### src/rtl/sumador_acumulador_if.sv
// Operand/result bundle for sumador_acumulador: the master drives operands and
// control, the slave returns the registered result and its strobes.
interface sumador_acumulador_if #(
  parameter int Q1 = 26,
  parameter int Q2 = 26,
  parameter int QO = 31
);
  logic signed [Q1-1:0] x1;
  logic signed [Q2-1:0] x2;
  logic                 data_valid;
  logic                 mode;
  logic                 clear;
  logic signed [QO-1:0] y;
  logic                 data_valid_out;
  logic                 done;

  modport master (
    output x1, x2, data_valid, mode, clear,
    input  y, data_valid_out, done
  );

  modport slave (
    input  x1, x2, data_valid, mode, clear,
    output y, data_valid_out, done
  );
endinterface

### src/rtl/sumador_acumulador.sv
// Three-stage pairwise adder / block accumulator: capture, add, then either
// forward the pair sum (mode 0) or accumulate N_AVG sums into one result (mode 1).
module sumador_acumulador #(
  parameter int Q1    = 26,
  parameter int Q2    = 26,
  parameter int N_AVG = 16,
  parameter int QO    = ((Q1 > Q2) ? Q1 : Q2) + 1 + $clog2(N_AVG)
) (
  input  logic               clk,
  input  logic               reset_n,
  sumador_acumulador_if.slave bus
);
  localparam int QP     = ((Q1 > Q2) ? Q1 : Q2) + 1;
  localparam int CW     = $clog2(N_AVG);
  localparam int STAGES = 2;

  typedef struct packed {
    logic signed [Q1-1:0] x1;
    logic signed [Q2-1:0] x2;
    logic                 mode;
  } s1_t;

  typedef struct packed {
    logic signed [QP-1:0] psum;
    logic                 mode;
  } s2_t;

  s1_t                  s1;
  s2_t                  s2;
  logic [STAGES:1]      vld_pipe;
  logic signed [QO-1:0] acc;
  logic [CW-1:0]        cnt;
  logic signed [QO-1:0] y_q;
  logic                 dvo_q;
  logic                 done_q;

  logic                 flush;
  logic signed [QP-1:0] psum_nxt;
  logic signed [QO-1:0] psum_ext;
  logic signed [QO-1:0] acc_sum;
  logic                 cnt_last;

  // A mode change is judged against the mode captured on the previous edge,
  // so it flushes exactly once and the in-flight samples of the old mode die.
  assign flush    = bus.clear | (bus.mode != s1.mode);
  assign psum_nxt = QP'(s1.x1) + QP'(s1.x2);
  assign psum_ext = QO'(s2.psum);
  assign acc_sum  = acc + psum_ext;
  assign cnt_last = (cnt == CW'(N_AVG - 1));

  always_ff @(posedge clk or negedge reset_n) begin
    if (!reset_n) begin
      s1          <= '0;
      vld_pipe[1] <= 1'b0;
    end else begin
      s1.x1       <= bus.x1;
      s1.x2       <= bus.x2;
      s1.mode     <= bus.mode;
      vld_pipe[1] <= bus.data_valid & ~flush;
    end
  end

  always_ff @(posedge clk or negedge reset_n) begin
    if (!reset_n) begin
      s2          <= '0;
      vld_pipe[2] <= 1'b0;
    end else begin
      s2.psum     <= psum_nxt;
      s2.mode     <= s1.mode;
      vld_pipe[2] <= vld_pipe[1] & ~flush;
    end
  end

  always_ff @(posedge clk or negedge reset_n) begin
    if (!reset_n) begin
      acc    <= '0;
      cnt    <= '0;
      y_q    <= '0;
      dvo_q  <= 1'b0;
      done_q <= 1'b0;
    end else if (flush) begin
      // y is deliberately held across a flush; only the partial block is lost.
      acc    <= '0;
      cnt    <= '0;
      dvo_q  <= 1'b0;
      done_q <= 1'b0;
    end else if (vld_pipe[2]) begin
      if (!s2.mode) begin
        y_q    <= psum_ext;
        dvo_q  <= 1'b1;
        done_q <= 1'b0;
      end else if (cnt_last) begin
        y_q    <= acc_sum;
        acc    <= '0;
        cnt    <= '0;
        dvo_q  <= 1'b1;
        done_q <= 1'b1;
      end else begin
        acc    <= acc_sum;
        cnt    <= cnt + CW'(1);
        dvo_q  <= 1'b0;
        done_q <= 1'b0;
      end
    end else begin
      dvo_q  <= 1'b0;
      done_q <= 1'b0;
    end
  end

  assign bus.y              = y_q;
  assign bus.data_valid_out = dvo_q;
  assign bus.done           = done_q;
endmodule

### src/flat_wrapper.sv
// flat-port wrapper written by rule: the top's interface ports become plain ports
module sumador_acumulador_flat 
#(
  parameter int Q1    = 26,
  parameter int Q2    = 26,
  parameter int N_AVG = 16,
  parameter int QO    = ((Q1 > Q2) ? Q1 : Q2) + 1 + $clog2(N_AVG)
)
  (clk, reset_n, bus_x1, bus_x2, bus_data_valid, bus_mode, bus_clear, bus_y, bus_data_valid_out, bus_done);
  sumador_acumulador_if #(.Q1(Q1), .Q2(Q2), .QO(QO)) bus_i ();
  input  logic clk;
  input  logic reset_n;
  input wire logic [$bits(bus_i.x1)-1:0] bus_x1;
  input wire logic [$bits(bus_i.x2)-1:0] bus_x2;
  input wire logic [$bits(bus_i.data_valid)-1:0] bus_data_valid;
  input wire logic [$bits(bus_i.mode)-1:0] bus_mode;
  input wire logic [$bits(bus_i.clear)-1:0] bus_clear;
  output wire logic [$bits(bus_i.y)-1:0] bus_y;
  output wire logic [$bits(bus_i.data_valid_out)-1:0] bus_data_valid_out;
  output wire logic [$bits(bus_i.done)-1:0] bus_done;
  assign bus_i.x1 = bus_x1;
  assign bus_i.x2 = bus_x2;
  assign bus_i.data_valid = bus_data_valid;
  assign bus_i.mode = bus_mode;
  assign bus_i.clear = bus_clear;
  assign bus_y = bus_i.y;
  assign bus_data_valid_out = bus_i.data_valid_out;
  assign bus_done = bus_i.done;
  sumador_acumulador #(.Q1(Q1), .Q2(Q2), .N_AVG(N_AVG), .QO(QO)) u_core (.clk(clk), .reset_n(reset_n), .bus(bus_i));
endmodule
### config.mk
export PLATFORM = sky130hd
export DESIGN_NAME = sumador_acumulador_flat
export DESIGN_NICKNAME = d
export VERILOG_FILES = /design/src/rtl/sumador_acumulador_if.sv /design/src/rtl/sumador_acumulador.sv /design/src/flat_wrapper.sv
export SDC_FILE = /design/constraint.sdc
export NUM_CORES = 1
export LEC_CHECK = 0
export BUFFER_PORTS_ARGS = -buffer_cell sky130_fd_sc_hd__buf_2
export CORE_MARGIN = 2
export CORE_UTILIZATION = 41
export CTS_CLUSTER_DIAMETER = 150
export CTS_CLUSTER_SIZE = 25
export DETAILED_ROUTE_END_ITERATION = 6
export PLACE_DENSITY = 0.67
export SLEW_MARGIN = 20
export SYNTH_ARGS = -nofsm -noshare
export SYNTH_HDL_FRONTEND = slang
export SYNTH_SLANG_ARGS = --single-unit
### constraint.sdc
create_clock -name clk -period 3.9 [get_ports clk]
set_input_delay 0.195 -clock clk [delete_from_list [all_inputs] [get_ports clk]]
set_output_delay 0.195 -clock clk [all_outputs]
set_load 0.01 [all_outputs]
======== After elaboration in Yosys (flattened, before gate mapping) ========
Cells that the tools add are included.
storage, ports and cells
  bits of input ports ..................... 57
  bits in registers ....................... 151
  word-level logic and storage cells ...... 43
  output and inout port bits .............. 33
cells by class
  bitwise gates (word level) .............. 4
  $add $sub $neg .......................... 3
  equal/unequal tests ..................... 3
  reductions and logical operators ........ 4
  muxes and demuxes ....................... 17
operators with widths
  operator               number
  $mux W31               6
  $add A31 B27 Y31       1
  $add A26 B26 Y27       1
  $mux W4                4
  $mux W1                7
  $add A4 B1 Y4 const B  1
  $eq A4 B4 Y1 const B   1
  $reduce_bool A2 Y1     2
  $reduce_and A3 Y1      1
  $and A1 B1 Y1          2
  $ne A2 B2 Y1 const B   1
  $reduce_and A2 Y1      1
  $ne A1 B1 Y1           1
  $not A1 Y1             1
  $or A1 B1 Y1           1

======== Logic depth before layout (Yosys ltp) ========
  depth after elaboration ................. 5
  depth in mapped cells ................... 11
  mapped depth without buffers ............ 11

======== Worst setup path after synthesis ========
No wires, ideal clock.
  path type ............................... reg-to-reg
  from .................................... reg u_core.s2, in the netlist u_core.psum_ext[0]
  to ...................................... reg u_core.acc[28]
  library setup time ...................... 0.125 ns
  path slack .............................. 0.926 ns
  data arrival time ....................... 2.849 ns
  data required time ...................... 3.775 ns
  period minus slack after synthesis ...... 2.974 ns
  stages on the path, launching flop included .. 12
  buffers on the path ..................... 0
  path through ............................ dfrtp_1 ha_1 fa_1 a21oi_2 o22ai_1 or3_4 a41oi_2 o31ai_2 a311o_1 a31oi_1 xor2_1 o21ai_1
on the way
  cells in the longest elaborated chain, start to end .. 5
ends and longest elaborated chain
  element               RTL line                  source
  start, declared       sumador_acumulador.sv:29  s2_t s2;
  $add A31 B27 Y31      sumador_acumulador.sv:48  assign acc_sum = acc + psum_ext;
  $mux W31              sumador_acumulador.sv:92  end else if (cnt_last) begin
  $mux W31              sumador_acumulador.sv:88  if (!s2.mode) begin
  $mux W31              sumador_acumulador.sv:87  end else if (vld_pipe[2]) begin
  $mux W31              sumador_acumulador.sv:81  end else if (flush) begin
  end signal, assigned  sumador_acumulador.sv:99  acc <= acc_sum;
  end, declared         sumador_acumulador.sv:31  logic signed [QO-1:0] acc;
Every way passes these cells. The select of a mux whose other input is x is not followed.
A chain may end at the register's enable or synchronous reset.

======== Worst setup path after layout ========
  from .................................... reg u_core.s2, in the netlist u_core.psum_ext[0]
  to ...................................... reg u_core.y_q[28], in the netlist u_core.bus.y[28]
on the way
  cells in the longest elaborated chain, start to end .. 3
ends and longest elaborated chain
  element               RTL line                  source
  $add A31 B27 Y31      sumador_acumulador.sv:48
  $mux W31              sumador_acumulador.sv:92
  $mux W31              sumador_acumulador.sv:88
  end signal, assigned  sumador_acumulador.sv:89  y_q <= psum_ext;
  end signal, assigned  sumador_acumulador.sv:93  y_q <= acc_sum;
  end, declared         sumador_acumulador.sv:33  logic signed [QO-1:0] y_q;
Every way passes these cells. The select of a mux whose other input is x is not followed.

==> results by group <==
Clocking
  – TritonCTS buffer count: 17
  – Buffer levels on the longest clock path: 2
  – Clock tree from TritonCTS: yes
  – Clk root buf: clkbuf_16
  – Clk pin slew, worst setup/hold paths: 0.06 ns
  – CTS sink cnt: 151
  – Clock network latency to the later pin of the worst-skew pair: between 0.4 and 0.5 ns
  – H-Tree Level Count: 4

Yosys
  – Area leader, netlist: dfrtp_1
  – Cell area after synthesis: a little under 8000 sq um
  – Arithmetic-cell share of the synthesized area counting full adders, half adders and majority gates: 9.776%
  – Multiplexer share of the synthesized area: 3.264%
  – Cells after synthesis: 726
  – Post-synthesis register bit count: 151
  – Dominant cells by area after synthesis: dfrtp_1 (49%), ha_1 (9.3%), xnor2_1 (4.3%), o21ai_0 (4.1%), nand2_1 (3.6%)
  – Syn_nets: 842
  – Synth Area in Simple Gates: 10.69%
  – Post-synth cell types: 56
  – Number of enable-type register cells in the synthesized netlist: 0
  – Main combinational cell family by area after synthesis: compound AO/OA/AOI/OAI gates
  – XOR/XNOR Fraction of Synth Area: 6.138%
  – Top FF cell, synth: dfrtp_1
  – Register area share after synthesis: 49.04%
  – Compound-Gate Fraction of Synth Area: 19.45%
  – Top cell type's share of synthesized area: 49.04%
  – Synth async-reset ratio: 100.0%
  – Syn_area_per_cell: 10.61 sq um
  – Yosys Warn Count: 0

Cells and area
  – Area growth from synthesis to layout: 24.99%
  – Fraction of final layout cells sized beyond drive strength 1: 15.82%
  – Number of fill cells: around 1600
  – Diodes inserted: 0
  – Highest-count cells in the layout ignoring fill and taps: dfrtp_1 (150), buf_2 (88), nand2_1 (73)
  – Layout Nets: 989
  – Most common cell after layout, fill and taps aside: dfrtp_1

Floorplanning
  – Vert. Die Dim: approximately 140 microns
  – Number of top-level design ports: 90
  – Initial Utilization: 41.47%
  – Cell row count: 50
  – Overall die width: ~140 microns
  – Core footprint: 18580 sq um
  – Floorplan die area: 19910 sq um

Pwr
  – Static leakage: 4.708 nW
  – Total power consumption of the routed design: 4.412 mW
  – Peak supply drop: 0.3275 mV
  – Power density of the placed cells: around 460 nW/um^2

GRT
  – Aggregate global-route resource usage: between 10% and 20%
  – GRT overflow: 0
  – Via count of the first global-routing pass: 5894
  – Largest net degree at the start of global routing: 94
  – Antenna violations before repair: 0
  – First-pass GRT wire length: 28.64 mm

Detailed routing
  – Antenna-violating nets left: 0
  – Drt total wl: ~17 mm
  – DR WL/cell: 14.75 microns
  – Vias/cell: slightly above 5
  – Iteration count of the initial detailed-routing pass: 5
  – Number of remaining DRC errors: 0
  – Vias: 5795
  – Violation count after the first detailed-route iteration: between 200 and 300

Worst setup path
  – Reg2Reg Capture Point: u_core.bus.y[28]
  – Cells along the critical path: ha_1, fa_1, a21oi_2, o22ai_1, or3_4, a41oi_2, o31ai_2, a311o_1, a31oi_1, xor2_1, a21oi_1
  – Critical-path top delay cell: fa_1
  – Arr. time, crit path: 3.54 ns
  – Highest fanout seen on the critical path: 3
  – Worst R2R Setup Slack: 0.66 ns
  – Crit path required time: 4.20 ns
  – Cells on worst reg2reg path: 11
  – Crit start category: flip-flop
  – Crit end category: flip-flop
  – Class of the most critical setup path: reg -> reg
  – Start of the worst register-to-register path: u_core.psum_ext[0]
  – Slowest Stage Delay on Critical Path: 0.44 ns

STA
  – Number of pins exceeding their max-slew limit in the final report: 0
  – Setup Total Neg Slack: 0 ns
  – Worst Hold Margin: roughly 0.39 ns
  – Slew margin rel.: roughly 29%
  – Setup clock skew after layout: 0.01315 ns
  – Setup repair after global routing missed its margin: no
  – Achievable clock frequency: 0.3089 GHz
  – Post-layout min period: 3.238 ns
  – Slew at the pin closest to its max-slew limit: around 1.1 ns
  – Final hold violation count: 0
  – Tcrit/Tclk final: 83.02%
  – Number of setup violations in the final report: 0

Status
  – Result of the run: complete, no violations

Min path
  – Hold Crit Endpoint: u_core.s2[0]
  – Hold Path Cell Cnt: 0
  – Hold Crit Class: reg -> reg
  – Startpoint of the worst hold path: u_core.s1[0]

Placement
  – Total half-perimeter wirelength after legalization and detailed placement: 11.62 mm
  – RePlAce Congestion: just under 0.9
  – Port-buffer cells: 89

Run
  – Max-cap violations: 0
[power by group]
part	internal (mW)	total [mW]	switching, mW
clock network	1.20	1.84	0.645
logic	0.341	0.785	0.444
registers	1.70	1.79	0.0897
[Yosys cell counts (all sizes together), types with 7 or more instances]
| cell | number |
|---|---|
| a211oi | 9 |
| a21o | 32 |
| a21oi | 45 |
| a22o | 25 |
| a31oi | 7 |
| clkbuf | 19 |
| dfrtp | 151 |
| ha | 57 |
| inv | 10 |
| mux2i | 24 |
| nand2 | 73 |
| nand3 | 14 |
| nand4 | 8 |
| nor2 | 39 |
| nor2b | 7 |
| nor3 | 12 |
| o21ai | 72 |
| o21bai | 9 |
| xnor2 | 38 |
| xor2 | 16 |
[worst max-delay path by stage]
| stage | end | slack (ns) | start |
|---|---|---|---|
| final | u_core.bus.y[28] | 0.66 | u_core.psum_ext[0] |
| after global routing | u_core.psum_ext[24] | 0.40 | u_core.s1[1] |
| after CTS | u_core.psum_ext[24] | 0.65 | u_core.s1[1] |
| after detailed placement | u_core.bus.y[28] | 0.69 | u_core.psum_ext[0] |
| after global placement | u_core.psum_ext[24] | 0.74 | u_core.s1[1] |
| after floorplan | u_core.acc[28] | 0.93 | u_core.psum_ext[0] |
[sequential cells by signal, summed over array words and instances, names as in the netlist]
signal,cells
u_core.s1,53
u_core.cnt,4
u_core.bus.done,1
u_core.acc,31
u_core.psum_ext,27
u_core.vld_pipe,2
u_core.bus.data_valid_out,1
u_core.s2,1
u_core.bus.y,31
[logic make-up (layout without fill, tap and decap cells)]
| family | count (synthesis) | count (layout) |
|---|---|---|
| multiplexers | 25 | 25 |
| XOR/XNOR | 54 | 54 |
| buffers and inverters | 33 | 192 |
| AO/OA/AOI/OAI | 226 | 226 |
| flip-flops | 151 | 151 |
| AND/OR/NAND/NOR | 178 | 178 |
| adder cells (fa/ha/maj) | 59 | 59 |
[metal layers]
metal / GRT usage (%) / share of wire [%] / up-vias
met4: 5.947 / 1.5 / 0
met5: 0 / 0 / -
met1: 24.51 / 49 / 2737
met2: 28.69 / 46 / 115
met3: 3.397 / 3.3 / 20
li1: - / - / 2923
[repair_timing]
action / 4_1_cts / 5_1_grt
endpoints found under the setup margin: 0 / 0
gates resized for setup: 0 / 0
buffers inserted: 0 / 0
hold endpoints to repair: 147 / 0
hold buffers: 56 / 0
[per-stage QoR]
stage,setup WS [ns],instance area [sq um],utilization [%],cells
2_1_floorplan,0.9260,7705,-,726
3_3_place_gp,0.7371,8412,45.27,1032
3_5_place_dp,0.6856,8412,45.27,1032
4_1_cts,0.6496,9630,51.83,1119
5_1_grt,0.4012,9630,51.83,1119
6_report,0.6622,9630,51.83,1119
[area by class of cell]
class / count / area, sq um / area share, %
repair buffers: 151 / 1057 / 10.98
well taps: 234 / 292.8 / 3.040
clock buffers: 18 / 429.2 / 4.456
multi-input cells: 542 / 3805 / 39.51
inverters: 10 / 37.54 / 0.3898
clock inverters: 13 / 229.0 / 2.378
flip-flops and latches: 151 / 3780 / 39.25
[worst max-delay path, delay by kind of cell, from the launching register on]
family | cells | cell delay (ns)
fa+ha+maj | 2 | 0.69
simple gates | 1 | 0.39
xor+xnor | 1 | 0.21
flops | 1 | 0.38
compound gates | 7 | 1.44
Note: power is estimated with default switching activity, not from simulation.
